--- src/rtl/tlb_refill_arbiter_if.sv ---
// Bundle of the ITLB/DTLB miss-refill channels and the page-table-walker
// request/response channel shared by tlb_refill_arbiter.
//
//   itlb_* / dtlb_*  miss_req + miss_vpn in, refill_valid/ppn/fault out
//   ptw_req_*        valid/ready walk request carrying the granted VPN
//   ptw_resp_*       one-cycle walk result (ppn + fault)
//
// Modports:
//   master : the arbiter side (drives refills and walk requests)
//   slave  : the environment side (TLBs and the walker)
interface tlb_refill_arbiter_if #(
  parameter int VPN_W = 22,
  parameter int PPN_W = 22
);
  logic             itlb_miss_req;
  logic [VPN_W-1:0] itlb_miss_vpn;
  logic             itlb_refill_valid;
  logic [PPN_W-1:0] itlb_refill_ppn;
  logic             itlb_refill_fault;

  logic             dtlb_miss_req;
  logic [VPN_W-1:0] dtlb_miss_vpn;
  logic             dtlb_refill_valid;
  logic [PPN_W-1:0] dtlb_refill_ppn;
  logic             dtlb_refill_fault;

  logic             ptw_req_valid;
  logic             ptw_req_ready;
  logic [VPN_W-1:0] ptw_req_vpn;
  logic             ptw_resp_valid;
  logic [PPN_W-1:0] ptw_resp_ppn;
  logic             ptw_resp_fault;

  modport master (
    input  itlb_miss_req, itlb_miss_vpn, dtlb_miss_req, dtlb_miss_vpn,
           ptw_req_ready, ptw_resp_valid, ptw_resp_ppn, ptw_resp_fault,
    output itlb_refill_valid, itlb_refill_ppn, itlb_refill_fault,
           dtlb_refill_valid, dtlb_refill_ppn, dtlb_refill_fault,
           ptw_req_valid, ptw_req_vpn
  );

  modport slave (
    output itlb_miss_req, itlb_miss_vpn, dtlb_miss_req, dtlb_miss_vpn,
           ptw_req_ready, ptw_resp_valid, ptw_resp_ppn, ptw_resp_fault,
    input  itlb_refill_valid, itlb_refill_ppn, itlb_refill_fault,
           dtlb_refill_valid, dtlb_refill_ppn, dtlb_refill_fault,
           ptw_req_valid, ptw_req_vpn
  );
endinterface

--- src/rtl/tlb_refill_arbiter.sv ---
// Shares one page-table-walker port between the ITLB and DTLB miss paths.
// One miss is serviced at a time; ties are broken round-robin. The granted
// VPN is issued over a valid/ready handshake, the walk result (or a forced
// fault after WALK_TIMEOUT silent cycles) is returned to the granted TLB as
// a one-cycle refill pulse.
//
// Ports:
//   clock  : rising-edge clock
//   reset  : synchronous, active-low
//   bus    : tlb_refill_arbiter_if.master (miss/refill and PTW channels)
//   busy   : high whenever a walk is in progress (state != IDLE)
module tlb_refill_arbiter #(
  parameter int VPN_W        = 22,
  parameter int PPN_W        = 22,
  parameter int WALK_TIMEOUT = 64
) (
  input  logic                 clock,
  input  logic                 reset,
  tlb_refill_arbiter_if.master bus,
  output logic                 busy
);
  localparam int CNT_W = $clog2(WALK_TIMEOUT);
  localparam logic [CNT_W-1:0] CNT_LAST = CNT_W'(WALK_TIMEOUT - 1);

  typedef enum logic [1:0] {IDLE, ISSUE, WAIT, RESP} state_t;

  state_t           state_q, state_d;
  logic             grant_d_q, grant_d_d;  // 1: DTLB holds / last held the grant
  logic [VPN_W-1:0] vpn_q, vpn_d;
  logic [CNT_W-1:0] cnt_q, cnt_d;
  logic [PPN_W-1:0] ppn_q, ppn_d;
  logic             fault_q, fault_d;
  logic             pulse_i, pulse_d;

  // NOTE: every register, data included, is reset: ptw_req_vpn is a visible
  // output that must read 0 after reset, and the captured result must never
  // leak from a walk abandoned by reset.
  always_ff @(posedge clock) begin
    if (!reset) begin
      state_q   <= IDLE;
      grant_d_q <= 1'b1;  // so the first tie goes to the ITLB
      vpn_q     <= '0;
      cnt_q     <= '0;
      ppn_q     <= '0;
      fault_q   <= 1'b0;
    end else begin
      // NOTE: non-blocking assignments so all state updates see the values
      // from before the edge, independent of statement order.
      state_q   <= state_d;
      grant_d_q <= grant_d_d;
      vpn_q     <= vpn_d;
      cnt_q     <= cnt_d;
      ppn_q     <= ppn_d;
      fault_q   <= fault_d;
    end
  end

  always_comb begin
    // NOTE: hold-value defaults first, so no path through the case leaves a
    // signal unassigned and infers a latch.
    state_d   = state_q;
    grant_d_d = grant_d_q;
    vpn_d     = vpn_q;
    cnt_d     = cnt_q;
    ppn_d     = ppn_q;
    fault_d   = fault_q;

    case (state_q)
      IDLE: begin
        // Responses seen here are stale leftovers of a timed-out walk.
        if (bus.itlb_miss_req || bus.dtlb_miss_req) begin
          if (bus.itlb_miss_req && bus.dtlb_miss_req) begin
            grant_d_d = !grant_d_q;
          end else begin
            grant_d_d = bus.dtlb_miss_req;
          end
          vpn_d   = grant_d_d ? bus.dtlb_miss_vpn : bus.itlb_miss_vpn;
          state_d = ISSUE;
        end
      end
      ISSUE: begin
        if (bus.ptw_req_ready) begin
          cnt_d   = '0;
          state_d = WAIT;
        end
      end
      WAIT: begin
        cnt_d = cnt_q + 1'b1;
        // A response takes priority over a timeout in the same cycle.
        if (bus.ptw_resp_valid) begin
          ppn_d   = bus.ptw_resp_fault ? '0 : bus.ptw_resp_ppn;
          fault_d = bus.ptw_resp_fault;
          state_d = RESP;
        end else if (cnt_q == CNT_LAST) begin
          ppn_d   = '0;
          fault_d = 1'b1;
          state_d = RESP;
        end
      end
      RESP:    state_d = IDLE;
      default: state_d = IDLE;
    endcase
  end

  assign pulse_i = (state_q == RESP) && !grant_d_q;
  assign pulse_d = (state_q == RESP) &&  grant_d_q;

  assign bus.itlb_refill_valid = pulse_i;
  assign bus.itlb_refill_ppn   = pulse_i ? ppn_q : '0;
  assign bus.itlb_refill_fault = pulse_i && fault_q;
  assign bus.dtlb_refill_valid = pulse_d;
  assign bus.dtlb_refill_ppn   = pulse_d ? ppn_q : '0;
  assign bus.dtlb_refill_fault = pulse_d && fault_q;

  assign bus.ptw_req_valid = (state_q == ISSUE);
  assign bus.ptw_req_vpn   = vpn_q;
  assign busy              = (state_q != IDLE);
endmodule

--- src/flat_wrapper.sv ---
// flat-port wrapper written by rule: the top's interface ports become plain ports
module tlb_refill_arbiter_flat 
#(
  parameter int VPN_W        = 22,
  parameter int PPN_W        = 22,
  parameter int WALK_TIMEOUT = 64
)
  (clock, reset, busy, bus_itlb_miss_req, bus_itlb_miss_vpn, bus_dtlb_miss_req, bus_dtlb_miss_vpn, bus_ptw_req_ready, bus_ptw_resp_valid, bus_ptw_resp_ppn, bus_ptw_resp_fault, bus_itlb_refill_valid, bus_itlb_refill_ppn, bus_itlb_refill_fault, bus_dtlb_refill_valid, bus_dtlb_refill_ppn, bus_dtlb_refill_fault, bus_ptw_req_valid, bus_ptw_req_vpn);
  tlb_refill_arbiter_if #(.VPN_W(VPN_W), .PPN_W(PPN_W)) bus_i ();
  input  logic clock;
  input  logic reset;
  output logic busy;
  input wire logic [$bits(bus_i.itlb_miss_req)-1:0] bus_itlb_miss_req;
  input wire logic [$bits(bus_i.itlb_miss_vpn)-1:0] bus_itlb_miss_vpn;
  input wire logic [$bits(bus_i.dtlb_miss_req)-1:0] bus_dtlb_miss_req;
  input wire logic [$bits(bus_i.dtlb_miss_vpn)-1:0] bus_dtlb_miss_vpn;
  input wire logic [$bits(bus_i.ptw_req_ready)-1:0] bus_ptw_req_ready;
  input wire logic [$bits(bus_i.ptw_resp_valid)-1:0] bus_ptw_resp_valid;
  input wire logic [$bits(bus_i.ptw_resp_ppn)-1:0] bus_ptw_resp_ppn;
  input wire logic [$bits(bus_i.ptw_resp_fault)-1:0] bus_ptw_resp_fault;
  output wire logic [$bits(bus_i.itlb_refill_valid)-1:0] bus_itlb_refill_valid;
  output wire logic [$bits(bus_i.itlb_refill_ppn)-1:0] bus_itlb_refill_ppn;
  output wire logic [$bits(bus_i.itlb_refill_fault)-1:0] bus_itlb_refill_fault;
  output wire logic [$bits(bus_i.dtlb_refill_valid)-1:0] bus_dtlb_refill_valid;
  output wire logic [$bits(bus_i.dtlb_refill_ppn)-1:0] bus_dtlb_refill_ppn;
  output wire logic [$bits(bus_i.dtlb_refill_fault)-1:0] bus_dtlb_refill_fault;
  output wire logic [$bits(bus_i.ptw_req_valid)-1:0] bus_ptw_req_valid;
  output wire logic [$bits(bus_i.ptw_req_vpn)-1:0] bus_ptw_req_vpn;
  assign bus_i.itlb_miss_req = bus_itlb_miss_req;
  assign bus_i.itlb_miss_vpn = bus_itlb_miss_vpn;
  assign bus_i.dtlb_miss_req = bus_dtlb_miss_req;
  assign bus_i.dtlb_miss_vpn = bus_dtlb_miss_vpn;
  assign bus_i.ptw_req_ready = bus_ptw_req_ready;
  assign bus_i.ptw_resp_valid = bus_ptw_resp_valid;
  assign bus_i.ptw_resp_ppn = bus_ptw_resp_ppn;
  assign bus_i.ptw_resp_fault = bus_ptw_resp_fault;
  assign bus_itlb_refill_valid = bus_i.itlb_refill_valid;
  assign bus_itlb_refill_ppn = bus_i.itlb_refill_ppn;
  assign bus_itlb_refill_fault = bus_i.itlb_refill_fault;
  assign bus_dtlb_refill_valid = bus_i.dtlb_refill_valid;
  assign bus_dtlb_refill_ppn = bus_i.dtlb_refill_ppn;
  assign bus_dtlb_refill_fault = bus_i.dtlb_refill_fault;
  assign bus_ptw_req_valid = bus_i.ptw_req_valid;
  assign bus_ptw_req_vpn = bus_i.ptw_req_vpn;
  tlb_refill_arbiter #(.VPN_W(VPN_W), .PPN_W(PPN_W), .WALK_TIMEOUT(WALK_TIMEOUT)) u_core (.clock(clock), .reset(reset), .bus(bus_i), .busy(busy));
endmodule
--- config.mk ---
export PLATFORM = sky130hd
export DESIGN_NAME = tlb_refill_arbiter_flat
export DESIGN_NICKNAME = d
export VERILOG_FILES = /design/src/rtl/tlb_refill_arbiter_if.sv /design/src/rtl/tlb_refill_arbiter.sv /design/src/flat_wrapper.sv
export SDC_FILE = /design/constraint.sdc
export NUM_CORES = 1
export LEC_CHECK = 0
export ABC_AREA = 1
export BUFFER_PORTS_ARGS = -buffer_cell sky130_fd_sc_hd__buf_2
export CORE_MARGIN = 2
export CORE_UTILIZATION = 40
export CTS_BUF_LIST = sky130_fd_sc_hd__clkbuf_16
export DETAILED_ROUTE_END_ITERATION = 6
export GPL_TIMING_DRIVEN = 0
export PLACE_DENSITY = 0.76
export SLEW_MARGIN = 15
export SYNTH_ARGS = -nofsm -noshare
export SYNTH_HDL_FRONTEND = slang
export SYNTH_SLANG_ARGS = --single-unit
--- constraint.sdc ---
create_clock -name clock -period 1.4 [get_ports clock]
set_clock_uncertainty 0.1 [all_clocks]
set_input_delay 0.14 -clock clock [delete_from_list [all_inputs] [get_ports clock]]
set_output_delay 0.14 -clock clock [all_outputs]
set_load 0.01 [all_outputs]
==> impl_metrics.json, run 1 <==
{
  "status": "finished, violations left",
  "violations": "design-rule violations, negative setup slack",
  "h-tree-depth": 2,
  "route.vias.total": 3603,
  "pwr-share-comb_pct": 56.4,
  "yosys.area_share.simple_pct": 23.42,
  "grt_use_met3_pct": 5.582,
  "coreArea_um2": 6422,
  "fp-row-count": 29,
  "clk_pin_slew_ns": 0.07,
  "fin_crit_ns": 1.678,
  "diodes": 0,
  "peakVddDrop_v": 0.001140,
  "cts_buffers": 5,
  "final_common_cell": "buf_2",
  "start_util_pct": 41.67,
  "p_leak_nw": 2.338,
  "dpl.cell_count": 620,
  "grt_max_degree": 16,
  "seq_area_frac_synth_pct": 40.39,
  "synth_compound_area_share_pct": 20.48,
  "max_freq_mhz": 596.1,
  "ff2ff_setup_slack_ns": -0.27,
  "final_cell_mix": "buf_2, nor2_1, inv_1",
  "fin_crit_sh_pct": 119.8,
  "grt_pass1_wl_um": 13570,
  "yosys_warnings": 0,
  "clk_latency_ns": 0.29,
  "die_area_um2": 7361,
  "cts_buffer_depth": 2,
  "routedWlPerCell_um": 16.52,
  "die_y_um": 85.80,
  "max_slew.worst_pin.slew_ns": 0.7807,
  "holdCritStartpoint": "bus_ptw_resp_ppn[4]",
  "r2r-start": "u_core.state_q[1]",
  "ant_nets": 0,
  "grt_pass1_vias": 2969,
  "busiest_layer": "met2",
  "slew_headroom_pct": 47.95,
  "met2_usage_pct": 41.97,
  "synth.distinct_cells": 25,
  "syn_inst": 400,
  "synthesis.nets": 479,
  "syn_area_um2": 2676,
  "io_pins": 145,
  "wl_um": 11430,
  "syn_to_final_growth_pct": 89.67,
  "fin_ws_ns": -0.2776,
  "routabilityCongestion": 0.7881,
  "synth_top_family_by_area": "simple AND/OR/NAND/NOR gates",
  "cts_tree": "done",
  "overflow": 0,
  "synth_seq_cells": 54,
  "drv_cap": 0,
  "instances_no_fill": 692,
  "hp-class": "input port to register",
  "startpoint": "u_core.state_q[0]",
  "worstSetupStartpointType": "register",
  "power.switching_mw": 3.170,
  "setup_viol": 102,
  "crit_fanout": 7,
  "rsz0062_at_grt": "true",
  "required_ns": 1.16,
  "cts_sinks": 54,
  "grt_antenna_before_repair": 0,
  "cts-root-buf": "clkbuf_16",
  "final-max-slew-violation-count": 0,
  "power_density_nw_per_um2": 1592,
  "seqPwrFrac_pct": 26.6,
  "yosys-mux-area-fraction_pct": 0,
  "io_buffer_count": 143,
  "first_iter_violations": 212,
  "dp_hpwl_um": 5832,
  "synth_xor_area_share_pct": 0,
  "drive_above_1_share_pct": 56.10,
  "p_int_mw": 4.909,
  "grt_util_met1_pct": 25.89,
  "drc": 17,
  "sw_frac_of_total_pct": 39.24,
  "hold_violations": 0,
  "crit_type": "register to output pin",
  "syn_avg_cell_area_um2": 6.691,
  "num-nets-final": 694,
  "die_w_um": 85.80,
  "p_clk_share_pct": 17.0,
  "timing.critical_path.arrival_ns": 1.44,
  "track_usage_pct": 22.65,
  "viasPerCell": 5.207,
  "fin_util_pct": 79.04,
  "yosys.area_share.adder_pct": 2.805,
  "cp-end-kind": "output pin",
  "dr.pass1.iters": 7
}
==> synth_stat cells (all sizes together) <==
master,count,area (µm²)
o21bai,1,11.26
nand4,1,6.260
ha,6,75.07
buf,16,105.1
nor3b,1,12.51
nand3b,1,7.510
inv,59,221.5
nor2,85,331.6
a21boi,1,18.77
clkbuf,5,18.77
nand2,63,239.0
a21oi,53,269.0
o21ai,49,249.0
nand3,5,30.03
dfxtp,54,1081
==> per-layer routing <==
metal,part of all wire (%),vias up
li1,-,1675
met1,38,1696
met2,53,202
met3,7.7,30
met4,2.2,0
met5,0,-
==> worst paths after layout <==
check,to,depth (start not counted)
worst max-delay path,bus_itlb_refill_ppn[4],7
worst min-delay path,u_core.ppn_q[4],3
worst max register to register,u_core.cnt_q[5],9
worst min register to register,u_core.ppn_q[10],2
==> metrics by stage <==
step | setup WS, ns | instance area (µm²) | TNS, ns | power (mW) | hold WS, ns
3_3_place_gp | -0.1830 | 3497 | -8.026 | 4.197 | 0.2653
3_5_place_dp | -0.1988 | 3497 | -10.62 | 4.260 | 0.2734
4_1_cts | -0.2179 | 4190 | -12.30 | 6.292 | 0.001442
6_report | -0.2776 | 5076 | -18.88 | 8.079 | 0.003290
5_1_grt | -0.3485 | 5076 | -24.00 | 8.482 | -0.001292
2_1_floorplan | -0.03012 | 2685 | -0.1034 | 3.541 | 0.1778
==> worst max-delay path, stage by stage (launching register included) <==
cell     delay (ns)
dfxtp_4        0.38
ha_4           0.14
inv_2          0.04
nor2_4         0.11
inv_4          0.08
buf_6          0.14
nor2_1         0.11
buf_2          0.15
==> kinds of logic after synthesis <==
group	Yosys count
compound gates	104
fa+ha+maj	6
buf+inv	80
flops	54
simple gates	156
==> area by class of cell <==
class | count | area (µm²)
flip-flops and latches | 54 | 1092
fillers | 374 | 1346
well taps | 77 | 96.34
inverters | 59 | 245.2
repair buffers | 207 | 1406
multi-input cells | 267 | 1878
clock inverters | 2 | 33.78
plain buffers | 21 | 198.9
clock buffers | 5 | 125.1
==> power groups by stage <==
stage                     registers, mW  logic (mW)  clock network, mW
after CTS                          2.07        2.85               1.37
after detailed placement           2.08        2.18                  0
final                              2.15        4.55               1.37
after global placement             2.07        2.12                  0
after floorplan                    2.17        1.37                  0
after global routing               2.19        4.84               1.45
==> what timing repair did <==
item | CTS | global route
setup buffers | 11 | 20
hold buffers | 22 | 4
setup endpoints to repair | 100 | 103
endpoints found under the hold margin | 22 | 4
gates cloned | 6 | 3
gates resized for setup | 58 | 195
pin swaps | 7 | 59
==> registers in the layout (all words and copies together), names as in the netlist <==
register	flops
u_core.bus.ptw_req_vpn	22
u_core.cnt_q	6
u_core.grant_d_q	1
u_core.state_q	2
u_core.fault_q	1
u_core.ppn_q	22
Power figures use the tool's default switching activity.
==> inputs of run 2 (changes only) <==
--- a/config.mk
+++ b/config.mk
@@ -8,11 +8,12 @@
 export ABC_AREA = 1
 export BUFFER_PORTS_ARGS = -buffer_cell sky130_fd_sc_hd__buf_2
 export CORE_MARGIN = 2
-export CORE_UTILIZATION = 40
+export CORE_UTILIZATION = 45
 export CTS_BUF_LIST = sky130_fd_sc_hd__clkbuf_16
 export DETAILED_ROUTE_END_ITERATION = 6
 export GPL_TIMING_DRIVEN = 0
-export PLACE_DENSITY = 0.76
+export PLACE_DENSITY = 0.81
+export RECOVER_POWER = 50
 export SLEW_MARGIN = 15
 export SYNTH_ARGS = -nofsm -noshare
 export SYNTH_HDL_FRONTEND = slang
==> constraint.sdc (replaced) <==
create_clock -name clock -period 1.8 [get_ports clock]
set_clock_uncertainty 0.1 [all_clocks]
set_input_delay 0.18 -clock clock [delete_from_list [all_inputs] [get_ports clock]]
set_output_delay 0.18 -clock clock [all_outputs]
set_load 0.01 [all_outputs]
==> run 2 against run 1 <==
The flow now finishes without violations. Largest power group unchanged. Critical path depth is the same. Sequential cell count is the same. Critical endpoint is now bus_itlb_refill_ppn[7]. Count of clock-buffer cells in the layout is the same. Via count shrank 17%. Global-route usage shrank 0.30 points.
==> impl_metrics.json, run 2 (same netlist as run 1, synthesis figures left out) <==
{
  "sw_frac_of_total_pct": 36.60,
  "wl_um": 7201,
  "h-tree-depth": 2,
  "p_clk_share_pct": 24.0,
  "hold_violations": 0,
  "p_int_mw": 2.756,
  "drive_above_1_share_pct": 31.05,
  "drc": 0,
  "first_iter_violations": 105,
  "max_slew.worst_pin.slew_ns": 0.4125,
  "peakVddDrop_v": 0.0006658,
  "dr.pass1.iters": 4,
  "fin_crit_ns": 1.757,
  "cp_slowest_cell": "dfxtp_4",
  "syn_to_final_growth_pct": 38.48,
  "cts-root-buf": "clkbuf_16",
  "routabilityCongestion": 0.7841,
  "dp_hpwl_um": 5552,
  "cts_buffer_depth": 2,
  "cts_tree": "done",
  "ant_nets": 0,
  "io_pins": 145,
  "path_cells": "ha_4 > inv_1 > nor2_2 > inv_2 > buf_4 > nor2_1 > buf_2",
  "viasPerCell": 4.747,
  "tns_ns": 0,
  "max_stage_delay_ns": 0.37,
  "final-seq-area_um2": 1090,
  "dpl.cell_count": 618,
  "final_cell_mix": "buf_2, nor2_1, nand2_1",
  "fin_area_um2": 3706,
  "final-max-slew-violation-count": 0,
  "overflow": 0,
  "fillCellCount": 537,
  "fin_ws_ns": 0.04335,
  "diodes": 0,
  "die_y_um": 81.12,
  "die_area_um2": 6580,
  "drv_cap": 0,
  "final_common_cell": "buf_2",
  "max_freq_mhz": 569.3,
  "die_w_um": 81.12,
  "timing.hold.ws_ns": 0.01724,
  "cts_sinks": 54,
  "required_ns": 1.52,
  "instances_no_fill": 629,
  "p_leak_nw": 1.745,
  "rsz0062_at_grt": "true",
  "crit_type": "register to output pin",
  "timing.critical_path.arrival_ns": 1.48,
  "fin_crit_sh_pct": 97.59,
  "io_buffer_count": 143,
  "cp-end-kind": "output pin",
  "grt_antenna_before_repair": 0,
  "clk_pin_slew_ns": 0.07,
  "clk_latency_ns": 0.29,
  "fp-row-count": 28,
  "multi_input_area_um2": 1280,
  "totalPowerFinal_mw": 4.347,
  "hp-class": "input port to register",
  "routedWlPerCell_um": 11.45,
  "coreArea_um2": 5851,
  "setup_viol": 0,
  "worstSetupStartpointType": "register",
  "crit_fanout": 5,
  "num-nets-final": 632,
  "power_density_nw_per_um2": 1173,
  "route.vias.total": 2986,
  "status": "completed",
  "grt_pass1_vias": 2678,
  "slew_headroom_pct": 72.50,
  "seqPwrFrac_pct": 37.5,
  "grt_pass1_wl_um": 11540,
  "cts_buffers": 5,
  "start_util_pct": 45.74,
  "fin_util_pct": 63.34,
  "power.switching_mw": 1.591,
  "grt_max_degree": 16,
  "dp_slack_ns": 0.09726,
  "placed_cell_area_um2": 3486,
  "track_usage_pct": 22.34,
  "pwr-share-comb_pct": 38.6
}
[run 2: changes by cell type in the layout (fill, tap and decap cells not counted), moves of 26 or more]
| cell | change |
|---|---|
| a21oi_2 | -35 |
| nand2_1 | +26 |
| a21oi_1 | +37 |
| buf_6 | -26 |
| o21ai_2 | -26 |
| dlygate4sd3_1 | -26 |
[run 2: power by group through the flow]
stage                     registers (mW)  clock network (mW)  logic (mW)
after floorplan                     1.68                   0        1.05
after detailed placement            1.61                   0        1.69
after CTS                           1.60                1.07        1.71
after global placement              1.60                   0        1.64
final                               1.63                1.04        1.68
after global routing                1.66                1.12        1.91
[run 2: final cells by class]
type                    count  area share, %
inverters                  59          5.976
flip-flops and latches     54          29.41
clock inverters             3          1.013
plain buffers              21          3.883
well taps                  75          2.532
repair buffers            146          19.28
clock buffers               5          3.376
multi-input cells         266          34.54
[run 2: repair_timing]
action                                  in CTS  in global routing
hold buffers                                 0                  0
pin swaps                                    0                  1
hold endpoints to repair                     0                  0
endpoints found under the setup margin      40                 34
gates resized for setup                      9                 18
setup buffers                                1                  1
gates cloned                                 0                  1
[run 2: worst max-delay path: cells and delay by family (launching register included)]
kind / cells / cell delay, ns
AND/OR/NAND/NOR: 2 / 0.24
flip-flops: 1 / 0.37
adder cells (fa/ha/maj): 1 / 0.14
buffers and inverters: 4 / 0.44
[run 2: path summary, 6_finish.rpt]
check / startpoint / end / cells past startpoint / slack (ns)
hold reg to reg: u_core.ppn_q[16] / u_core.ppn_q[16] / 2 / 0.36
setup / recovery: u_core.state_q[0] / bus_itlb_refill_ppn[7] / 7 / 0.04
hold / removal: bus_dtlb_miss_vpn[8] / u_core.bus.ptw_req_vpn[8] / 3 / 0.02
setup reg to reg: u_core.state_q[0] / u_core.bus.ptw_req_vpn[14] / 8 / 0.19
[run 2: routing by layer]
layer / wire length [µm] / track usage [%]
met4: 102 / 6.271
met3: 584 / 6.444
met5: 0 / 0
met2: 3525 / 41.40
met1: 2990 / 24.69
==> inputs of run 3 (changes only) <==
--- a/config.mk
+++ b/config.mk
@@ -5,7 +5,6 @@
 export SDC_FILE = /design/constraint.sdc
 export NUM_CORES = 1
 export LEC_CHECK = 0
-export ABC_AREA = 1
 export BUFFER_PORTS_ARGS = -buffer_cell sky130_fd_sc_hd__buf_2
 export CORE_MARGIN = 2
 export CORE_UTILIZATION = 45
==> run 3 against run 2 <==
The flow now finishes with violations (negative hold slack). Design area decreased by 1.3%. Critical path depth decreased by 2. Non-clock buffer count rose by 1. Die area decreased by 1.1%. First-iteration DRC count shrank 44%. Sequential cell count stayed put. Sequential share of layout area rose by 0.22 points. Worst setup slack got worse by 0.0025 ns. Utilization grew 1.9 points. Sequential power hardly changed. Clock power is 12% lower. Largest cell class unchanged.
==> impl_metrics.json, run 3 <==
{
  "synth_area_leaders": "dfxtp_1, mux2i_1, o211a_1",
  "h-tree-depth": 2,
  "routedWlPerCell_um": 13.92,
  "die_y_um": 80.69,
  "path_cells": "ha_4 > nor2b_4 > buf_4 > and2_1 > buf_2",
  "fin_crit_sh_pct": 97.73,
  "hp-class": "input port to register",
  "synth.distinct_cells": 34,
  "dp_slack_ns": -0.1419,
  "track_usage_pct": 21.18,
  "cts_sinks": 54,
  "max_freq_mhz": 568.5,
  "first_iter_violations": 59,
  "wl_um": 6863,
  "viasPerCell": 5.164,
  "max_slew.worst_pin.slew_ns": 0.4117,
  "setup_viol": 0,
  "fin_ws_ns": 0.04085,
  "dr.pass1.iters": 4,
  "worstSetupStartpointType": "register",
  "syn_area_um2": 2646,
  "synth_top_area_share_pct": 40.85,
  "fp-row-count": 27,
  "synthesis.nets": 344,
  "io_buffer_count": 144,
  "synth_top_cells_by_count": "dfxtp_1, nand2_1, and2_1, and3_1, mux2i_1",
  "overflow": 0,
  "die_area_um2": 6510,
  "required_ns": 1.52,
  "r2r_end": "u_core.cnt_q[5]",
  "cts_buffer_depth": 2,
  "synth_seq_cells": 54,
  "drv_cap": 0,
  "ant_nets": 0,
  "syn_avg_cell_area_um2": 9.986,
  "violations": "negative hold slack",
  "seq_area_frac_synth_pct": 40.85,
  "start_util_pct": 47.19,
  "crit_fanout": 10,
  "cp_slowest_cell": "dfxtp_2",
  "drc": 0,
  "worstHoldEndpoint": "u_core.ppn_q[18]",
  "cp-end-kind": "output pin",
  "final_common_cell": "buf_2",
  "p_leak_nw": 2.022,
  "timing.hold.ws_ns": -0.002675,
  "synth_edf_count": 0,
  "syn_to_final_growth_pct": 38.20,
  "yosysTopAreaCell": "dfxtp_1",
  "cts-root-buf": "clkbuf_16",
  "async_flop_share_pct": 0,
  "cts_buffers": 5,
  "power_density_nw_per_um2": 1124,
  "route.vias.total": 2546,
  "startpoint": "u_core.state_q[1]",
  "rsz0062_at_grt": "true",
  "io_pins": 145,
  "synth_ff_type": "dfxtp_1",
  "grt_pass1_wl_um": 10920,
  "diodes": 0,
  "syn_inst": 265,
  "totalPowerFinal_mw": 4.110,
  "slew_headroom_pct": 72.01,
  "fin_crit_ns": 1.759,
  "whs_path_depth": 2,
  "hold_violations": 1,
  "final-max-slew-violation-count": 0,
  "r2r-start": "u_core.state_q[1]",
  "num-nets-final": 499,
  "drive_above_1_share_pct": 37.77,
  "timing.critical_path.arrival_ns": 1.48,
  "die_w_um": 80.69,
  "dp_hpwl_um": 5342,
  "cp_top_family": "flip-flops",
  "grt_max_degree": 16,
  "routabilityCongestion": 0.7857,
  "final_cell_mix": "buf_2, dfxtp_1, clkbuf_1",
  "max_stage_delay_ns": 0.38,
  "status": "finished, violations left",
  "holdCritStartpoint": "bus_ptw_resp_ppn[18]",
  "cts_tree": "done",
  "clk_pin_slew_ns": 0.07,
  "coreArea_um2": 5608,
  "clk_latency_ns": 0.29,
  "crit_type": "register to output pin",
  "ff2ff_path_depth": 6,
  "critPathBufInv": 2,
  "synthMostInstantiatedCell": "dfxtp_1",
  "grt_antenna_before_repair": 0,
  "yosys_warnings": 0,
  "ff2ff_setup_slack_ns": 0.11,
  "peakVddDrop_v": 0.0006288,
  "grt_pass1_vias": 2507
}
run 3: per-layer routing:
layer	track usage, %	share of wire [%]	vias to the layer above
met2	40.75	50	95
met3	5.506	8.3	11
li1	-	-	1265
met5	0	0	-
met4	5.932	1.7	0
met1	22.43	40	1175
run 3: stage by stage:
stage                     cell area [µm²]   TNS, ns  utilization, %  instances  hold WS (ns)
after global placement               3457   -0.9911           61.65        481        0.2895
after floorplan                      2646         0               -        265        0.2055
after CTS                            3662         0           65.31        492     0.0003421
final                                3657         0           65.22        493     -0.002675
after global routing                 3657  -0.04910           65.22        493      0.004391
after detailed placement             3457    -1.824           61.65        481        0.2943
run 3: worst max-delay path by stage:
stage	end	slack [ns]	cells after the start
global placement	bus_itlb_refill_ppn[3]	-0.11	5
detailed placement	bus_itlb_refill_ppn[5]	-0.14	5
CTS	bus_itlb_refill_ppn[17]	0.01	5
finish	bus_itlb_refill_ppn[11]	0.04	5
global route	bus_itlb_refill_ppn[5]	-0.009	5
floorplan	bus_itlb_refill_ppn[12]	0.21	4
run 3: cell type report:
type	instances	area, µm²
fill	505	1951
sequential	54	1084
buffer	20	142.6
clock inverter	3	12.51
inverter	4	15.01
multi-input combinational	187	1460
clock buffer	5	125.1
timing repair buffer	148	728.2
tap	72	90.09
run 3: logic make-up after synthesis:
logic type	share of synthesized area [%]
simple gates	19.62
fa+ha+maj	2.837
flops	40.85
mux	9.645
xor+xnor	0.3310
buf+inv	5.248
compound gates	21.47
run 3: report_power, final:
part           switching [mW]  internal, mW
logic                   0.914         0.670
clock network           0.416         0.504
registers               0.152          1.45
run 3: what timing repair did:
action	CTS	global route
hold endpoints to repair	3	0
endpoints found under the setup margin	58	74
buffers inserted	0	1
resized for setup	13	12
pin swaps	0	0
hold buffers	3	0
